**config.mk**
```make
export PLATFORM = sky130hd
export DESIGN_NAME = psg_mixer_flat
export DESIGN_NICKNAME = d
export VERILOG_FILES = /design/src/rtl/psg_mix_pkg.sv /design/src/rtl/psg_mix_if.sv /design/src/rtl/psg_mix_mac.sv /design/src/rtl/psg_mixer.sv /design/src/flat_wrapper.sv
export SDC_FILE = /design/constraint.sdc
export NUM_CORES = 1
export LEC_CHECK = 0
export CAP_MARGIN = 20
export CORE_ASPECT_RATIO = 1.2
export CORE_MARGIN = 10
export CORE_UTILIZATION = 62
export DETAILED_ROUTE_END_ITERATION = 10
export PLACE_DENSITY = 0.85
export SLEW_MARGIN = 20
export SYNTH_ARGS = -nofsm -noshare
export SYNTH_HDL_FRONTEND = slang
export SYNTH_SLANG_ARGS = --single-unit
```
**constraint.sdc**
```tcl
create_clock -name clk -period 15.94 [get_ports clk]
set_input_delay 2.391 -clock clk [delete_from_list [all_inputs] [get_ports clk]]
set_output_delay 2.391 -clock clk [all_outputs]
set_load 0.01 [all_outputs]
```
**src/rtl/psg_mix_pkg.sv**
```systemverilog
// Shared types and width/scaling helpers for the PSG stereo mixer.
package psg_mix_pkg;

  typedef enum logic [1:0] {
    IDLE = 2'd0,
    ACC  = 2'd1,
    DONE = 2'd2
  } state_t;

  // Working width for the scale helper; wide enough for any sane ACC_W/OUT_W.
  localparam int unsigned SCALE_W = 64;

  // Accumulator width that can hold NUM_CH full-scale products without wrapping.
  function automatic int unsigned acc_width(input int unsigned in_w,
                                            input int unsigned gain_w,
                                            input int unsigned num_ch);
    return in_w + gain_w + $clog2(num_ch);
  endfunction

  // Left-align a narrow accumulator into the output, or truncate a wide one.
  function automatic logic [SCALE_W-1:0] scale(input logic [SCALE_W-1:0] acc,
                                               input int unsigned         acc_w,
                                               input int unsigned         out_w);
    logic [SCALE_W-1:0] res;
    if (out_w >= acc_w) begin
      res = acc << (out_w - acc_w);
    end else begin
      res = acc >> (acc_w - out_w);
    end
    return res;
  endfunction

endpackage

```
**src/rtl/psg_mix_if.sv**
```systemverilog
// Sample strobe, channel/pan/mute inputs and stereo result bundle of the mixer.
interface psg_mix_if #(
  parameter int unsigned NUM_CH = 3,
  parameter int unsigned IN_W   = 8,
  parameter int unsigned GAIN_W = 4,
  parameter int unsigned OUT_W  = 16
);
  logic                     ce;
  logic [NUM_CH*IN_W-1:0]   ch_in;
  logic [NUM_CH*GAIN_W-1:0] pan_l;
  logic [NUM_CH*GAIN_W-1:0] pan_r;
  logic [NUM_CH-1:0]        mute;
  logic [OUT_W-1:0]         out_l;
  logic [OUT_W-1:0]         out_r;
  logic                     out_valid;
  logic                     busy;
  logic                     overrun;

  modport master (
    output ce, ch_in, pan_l, pan_r, mute,
    input  out_l, out_r, out_valid, busy, overrun
  );

  modport slave (
    input  ce, ch_in, pan_l, pan_r, mute,
    output out_l, out_r, out_valid, busy, overrun
  );
endinterface

```
**src/rtl/psg_mix_mac.sv**
```systemverilog
// One multiply-accumulate lane: gain product, mute gating, clearable accumulator.
module psg_mix_mac #(
  parameter int unsigned IN_W   = 8,
  parameter int unsigned GAIN_W = 4,
  parameter int unsigned ACC_W  = 14
) (
  input  logic              clk,
  input  logic              reset_n,
  input  logic              clr,
  input  logic              en,
  input  logic [IN_W-1:0]   sample,
  input  logic [GAIN_W-1:0] gain,
  input  logic              mute,
  output logic [ACC_W-1:0]  acc
);
  localparam int unsigned PROD_W = IN_W + GAIN_W;

  logic [PROD_W-1:0] prod_c;

  // Channel contribution; a muted channel adds nothing.
  always_comb begin
    prod_c = PROD_W'(sample) * PROD_W'(gain);
    if (mute) begin
      prod_c = '0;
    end
  end

  // Accumulator: clear on mix start, add one product per ACC cycle.
  always_ff @(posedge clk) begin
    if (!reset_n) begin
      acc <= '0;
    end else if (clr) begin
      acc <= '0;
    end else if (en) begin
      acc <= acc + ACC_W'(prod_c);
    end
  end
endmodule

```
**src/rtl/psg_mixer.sv**
```systemverilog
// Time-multiplexed stereo mixer: one channel per cycle, one stereo sample per ce.
module psg_mixer #(
  parameter int unsigned NUM_CH = 3,
  parameter int unsigned IN_W   = 8,
  parameter int unsigned GAIN_W = 4,
  parameter int unsigned OUT_W  = 16
) (
  input logic      clk,
  input logic      reset_n,
  psg_mix_if.slave bus
);
  import psg_mix_pkg::*;

  localparam int unsigned      ACC_W    = acc_width(IN_W, GAIN_W, NUM_CH);
  localparam int unsigned      IDX_W    = (NUM_CH > 1) ? $clog2(NUM_CH) : 1;
  localparam logic [IDX_W-1:0] LAST_IDX = IDX_W'(NUM_CH - 1);

  state_t                   state;
  state_t                   state_next;
  logic [IDX_W-1:0]         idx;
  logic [IDX_W-1:0]         idx_next;
  logic                     start_c;
  logic                     acc_en_c;
  logic                     done_c;

  logic [NUM_CH*IN_W-1:0]   ch_q;
  logic [NUM_CH*GAIN_W-1:0] pan_l_q;
  logic [NUM_CH*GAIN_W-1:0] pan_r_q;
  logic [NUM_CH-1:0]        mute_q;

  logic [IN_W-1:0]          sel_ch_c;
  logic [GAIN_W-1:0]        sel_pl_c;
  logic [GAIN_W-1:0]        sel_pr_c;
  logic                     sel_mute_c;

  logic [ACC_W-1:0]         acc_l;
  logic [ACC_W-1:0]         acc_r;

  // State and channel index registers.
  always_ff @(posedge clk) begin
    if (!reset_n) begin
      state <= IDLE;
      idx   <= '0;
    end else begin
      state <= state_next;
      idx   <= idx_next;
    end
  end

  // Sequencing: accept ce in IDLE, walk the channels, then publish.
  always_comb begin
    state_next = state;
    idx_next   = idx;
    start_c    = 1'b0;
    acc_en_c   = 1'b0;
    done_c     = 1'b0;
    unique case (state)
      IDLE: begin
        if (bus.ce) begin
          start_c    = 1'b1;
          idx_next   = '0;
          state_next = ACC;
        end
      end
      ACC: begin
        acc_en_c = 1'b1;
        if (idx == LAST_IDX) begin
          state_next = DONE;
        end else begin
          idx_next = idx + IDX_W'(1);
        end
      end
      DONE: begin
        done_c     = 1'b1;
        state_next = IDLE;
      end
      default: begin
        state_next = IDLE;
      end
    endcase
  end

  // Snapshot of all channel inputs so later changes cannot disturb a mix.
  always_ff @(posedge clk) begin
    if (!reset_n) begin
      ch_q    <= '0;
      pan_l_q <= '0;
      pan_r_q <= '0;
      mute_q  <= '0;
    end else if (start_c) begin
      ch_q    <= bus.ch_in;
      pan_l_q <= bus.pan_l;
      pan_r_q <= bus.pan_r;
      mute_q  <= bus.mute;
    end
  end

  // Channel select for the current index, shared by both lanes.
  always_comb begin
    sel_ch_c   = '0;
    sel_pl_c   = '0;
    sel_pr_c   = '0;
    sel_mute_c = 1'b0;
    for (int k = 0; k < int'(NUM_CH); k++) begin
      if (idx == IDX_W'(k)) begin
        sel_ch_c   = ch_q[k*IN_W +: IN_W];
        sel_pl_c   = pan_l_q[k*GAIN_W +: GAIN_W];
        sel_pr_c   = pan_r_q[k*GAIN_W +: GAIN_W];
        sel_mute_c = mute_q[k];
      end
    end
  end

  psg_mix_mac #(
    .IN_W   (IN_W),
    .GAIN_W (GAIN_W),
    .ACC_W  (ACC_W)
  ) u_mac_l (
    .clk     (clk),
    .reset_n (reset_n),
    .clr     (start_c),
    .en      (acc_en_c),
    .sample  (sel_ch_c),
    .gain    (sel_pl_c),
    .mute    (sel_mute_c),
    .acc     (acc_l)
  );

  psg_mix_mac #(
    .IN_W   (IN_W),
    .GAIN_W (GAIN_W),
    .ACC_W  (ACC_W)
  ) u_mac_r (
    .clk     (clk),
    .reset_n (reset_n),
    .clr     (start_c),
    .en      (acc_en_c),
    .sample  (sel_ch_c),
    .gain    (sel_pr_c),
    .mute    (sel_mute_c),
    .acc     (acc_r)
  );

  // Registered outputs: scaled sample, valid pulse, busy and sticky overrun.
  always_ff @(posedge clk) begin
    if (!reset_n) begin
      bus.out_l     <= '0;
      bus.out_r     <= '0;
      bus.out_valid <= 1'b0;
      bus.busy      <= 1'b0;
      bus.overrun   <= 1'b0;
    end else begin
      bus.out_valid <= done_c;
      bus.busy      <= (state_next != IDLE);
      if (done_c) begin
        bus.out_l <= OUT_W'(scale(SCALE_W'(acc_l), ACC_W, OUT_W));
        bus.out_r <= OUT_W'(scale(SCALE_W'(acc_r), ACC_W, OUT_W));
      end
      if (bus.ce && (state != IDLE)) begin
        bus.overrun <= 1'b1;
      end
    end
  end
endmodule

```
**src/flat_wrapper.sv**
```systemverilog
// flat-port wrapper written by rule: the top's interface ports become plain ports
module psg_mixer_flat import psg_mix_pkg::*;
#(
  parameter int unsigned NUM_CH = 3,
  parameter int unsigned IN_W   = 8,
  parameter int unsigned GAIN_W = 4,
  parameter int unsigned OUT_W  = 16
)
  (clk, reset_n, bus_ce, bus_ch_in, bus_pan_l, bus_pan_r, bus_mute, bus_out_l, bus_out_r, bus_out_valid, bus_busy, bus_overrun);
  psg_mix_if #(.NUM_CH(NUM_CH), .IN_W(IN_W), .GAIN_W(GAIN_W), .OUT_W(OUT_W)) bus_i ();
  input logic clk;
  input logic reset_n;
  input wire logic [$bits(bus_i.ce)-1:0] bus_ce;
  input wire logic [$bits(bus_i.ch_in)-1:0] bus_ch_in;
  input wire logic [$bits(bus_i.pan_l)-1:0] bus_pan_l;
  input wire logic [$bits(bus_i.pan_r)-1:0] bus_pan_r;
  input wire logic [$bits(bus_i.mute)-1:0] bus_mute;
  output wire logic [$bits(bus_i.out_l)-1:0] bus_out_l;
  output wire logic [$bits(bus_i.out_r)-1:0] bus_out_r;
  output wire logic [$bits(bus_i.out_valid)-1:0] bus_out_valid;
  output wire logic [$bits(bus_i.busy)-1:0] bus_busy;
  output wire logic [$bits(bus_i.overrun)-1:0] bus_overrun;
  assign bus_i.ce = bus_ce;
  assign bus_i.ch_in = bus_ch_in;
  assign bus_i.pan_l = bus_pan_l;
  assign bus_i.pan_r = bus_pan_r;
  assign bus_i.mute = bus_mute;
  assign bus_out_l = bus_i.out_l;
  assign bus_out_r = bus_i.out_r;
  assign bus_out_valid = bus_i.out_valid;
  assign bus_busy = bus_i.busy;
  assign bus_overrun = bus_i.overrun;
  psg_mixer #(.NUM_CH(NUM_CH), .IN_W(IN_W), .GAIN_W(GAIN_W), .OUT_W(OUT_W)) u_core (.clk(clk), .reset_n(reset_n), .bus(bus_i));
endmodule
```
==> reports/metrics.yaml <==
status: "finished clean"
nNetsFinal: 1186
cts_hold_buffers: 0
grt_max_degree: 88
cts.clk_slew.worst_paths_ns: 0.06
tns_ns: 0
die-width_um: 121
skew_ns: 0.00780
period_minus_slack_ns: 6.03
clock_sinks: 114
crit_required_ns: 16.22
yosys-top-cells-area: "dfxtp_1, nand2_1, ha_1"
fmax_mhz: 166
fin_ws_ns: 9.91
viasPerCell: 5.54
grt_pass1_wl_um: 29400
ant_nets: 0
synth_top_area_share_pct: 30.1
relSlewSlack_pct: 41.0
ys.flop_type: "dfxtp_1"
path_class: "reg -> reg"
dp_slack_ns: 9.66
final_cell_mix: "nand2_1, nor2_1, dfxtp_1"
cts_resized: 0
grtUsageTotal_pct: 20.4
globalplace.congestion: 0.877
drv_slew: 0
final_common_cell: "nand2_1"
yosysWarnings: 0
final_util_pct: 74.7
drive_above_1_share_pct: 5.95
seq_area_frac_synth_pct: 30.1
synth_area_um2: 7580
cts_tree: "built"
via_count: 6753
end_kind: "flop"
max-cap-violations: 0
drt_iter0_drc: 509
synth_edf_count: 0
netlist_instances: 988
hp-class: "reg -> reg"
syn_area_per_cell_um2: 7.68
dpl.cell_count: 1188
clock_latency_ns: 0.42
drc: 0
tightestPinTransition_ns: 0.886
cts_max_level: 4
wl_um: 17200
antenna_cells: 0
met2_usage_pct: 34.7
hold_viol_final: 0
cts_root_buf: "clkbuf_16"
setup_viol: 0
core-area_um2: 12100
grt_pass1_vias: 6616
max-clock-path-buffers: 2
hpwlAfterDp_um: 12100
grt-ovfl-total: 0
arrival_ns: 6.32
p_leak_nw: 3.74
start_util_pct: 62.9
gr-usage-met3_pct: 4.67
finalCritPeriodShare_pct: 37.9
io_pins: 89
rsz0062_at_grt: "false"
yosysUniqueCellTypes: 60
die-area_um2: 17100
die_y_um: 141
fin_cells: 1220
rows: 44
wl_per_cell_um: 14.1
yosys.area.top_type: "dfxtp_1"
power_density_nw_per_um2: 85.1
numCtsBuffers: 17
io_buffers: 84
busiest_layer: "met2"
drtPass1Iterations: 8
synth_seq_cells: 114
start_kind: "flop"
met1_usage_pct: 24.4
post_cts_buffers: 0
antenna_found_initial: 0
async_flop_share_pct: 0
peakVddDrop_uv: 58.9
cp_max_fo: 17
area_growth_pct: 18.8
[where the power goes]
group          switching (mW)  total (mW)  internal, mW
clock                   0.137       0.368         0.231
sequential            0.00637       0.302         0.295
combinational          0.0585      0.0968        0.0383
total                   0.202       0.766         0.565
[flip-flops by register name, indices dropped and copies added, names as in the netlist]
| register | cells |
|---|---|
| u_core.ch_q | 24 |
| u_core.bus.out_r | 14 |
| u_core.bus.out_valid | 1 |
| u_core.mute_q | 3 |
| u_core.state | 2 |
| u_core.idx | 2 |
| u_core.pan_r_q | 12 |
| u_core.u_mac_l.acc | 14 |
| u_core.bus.overrun | 1 |
| u_core.bus.busy | 1 |
| u_core.u_mac_r.acc | 14 |
| u_core.bus.out_l | 14 |
| u_core.pan_l_q | 12 |
[worst max-delay path, cell delays in order (launching register included)]
cell and delay (ns):
dfxtp_1 0.34, inv_1 0.10, ha_1 0.57, nand2_1 0.11, nor2_1 0.10, a21oi_1 0.05, nor2_1 0.11, a21oi_1 0.16
or2_2 0.40, fa_1 0.53, inv_1 0.06, fa_1 0.53, fa_1 0.48, a21o_1 0.21, a211oi_1 0.34, o21ai_0 0.16
a21oi_1 0.20, xor2_1 0.16, nor2_1 0.08, ha_1 0.40, nand2_1 0.09, nor3_1 0.23, nand2_1 0.10, o22ai_1 0.18
xnor2_1 0.15, nor2_1 0.06
[through the flow]
stage / instance area [um2] / power, mW / hold WS, ns
floorplan: 7600 / 0.372 / 0.444
global placement: 8430 / 0.400 / 0.447
detailed placement: 8430 / 0.402 / 0.457
CTS: 8990 / 0.766 / 0.465
global route: 9010 / 0.792 / 0.477
finish: 9010 / 0.766 / 0.459
[logic make-up after synthesis]
group / share of synthesized area (%)
simple gates: 24.1
buf+inv: 5.56
compound gates: 20.8
flops: 30.1
fa+ha+maj: 16.6
mux: 0.280
other cells: 0.0494
xor+xnor: 2.54
[area by class of cell]
type                       count  area [um2]
fill                         893        3050
clock inverter                11         114
timing repair buffer          90         885
clock buffer                  20         447
inverter                      47         176
multi-input combinational    777        4900
tap                          161         201
sequential                   114        2280
[synth_stat cells, types with 5 or more instances]
cell type  count
xor2_1         8
and2_1         6
a211oi_1      14
buf_1          5
nand2b_1       9
nor2b_1       10
fa_1          26
a21boi_0      79
xnor2_1       14
buf_2         18
o21a_1         9
dfxtp_1      114
clkbuf_1      23
nand2_1      212
buf_4          6
nand3_1       10
or2_2         13
nor2_1       123
inv_1         47
ha_1          59
o21ai_0       24
a21o_1        10
a21oi_1       68
nor3_1        16
[per-layer routing]
| metal | wire (um) | up-vias | share of wire [%] |
|---|---|---|---|
| met4 | 265 | 0 | 1.5 |
| met1 | 7800 | 3097 | 45 |
| met5 | 0 | - | 0 |
| met3 | 993 | 26 | 5.8 |
| li1 | - | 3433 | - |
| met2 | 8120 | 197 | 47 |
[worst paths after layout]
kind / slack, ns / to / depth (start not counted) / start
worst max register to register: 9.91 / u_core.u_mac_l.acc[13] / 25 / u_core.idx[0]
worst max-delay path: 9.91 / u_core.u_mac_l.acc[13] / 25 / u_core.idx[0]
worst min-delay path: 0.46 / u_core.bus.out_r[7] / 2 / u_core.bus.out_r[7]
worst min register to register: 0.46 / u_core.bus.out_r[7] / 2 / u_core.bus.out_r[7]
No activity file was read; power rests on OpenSTA's default activity.
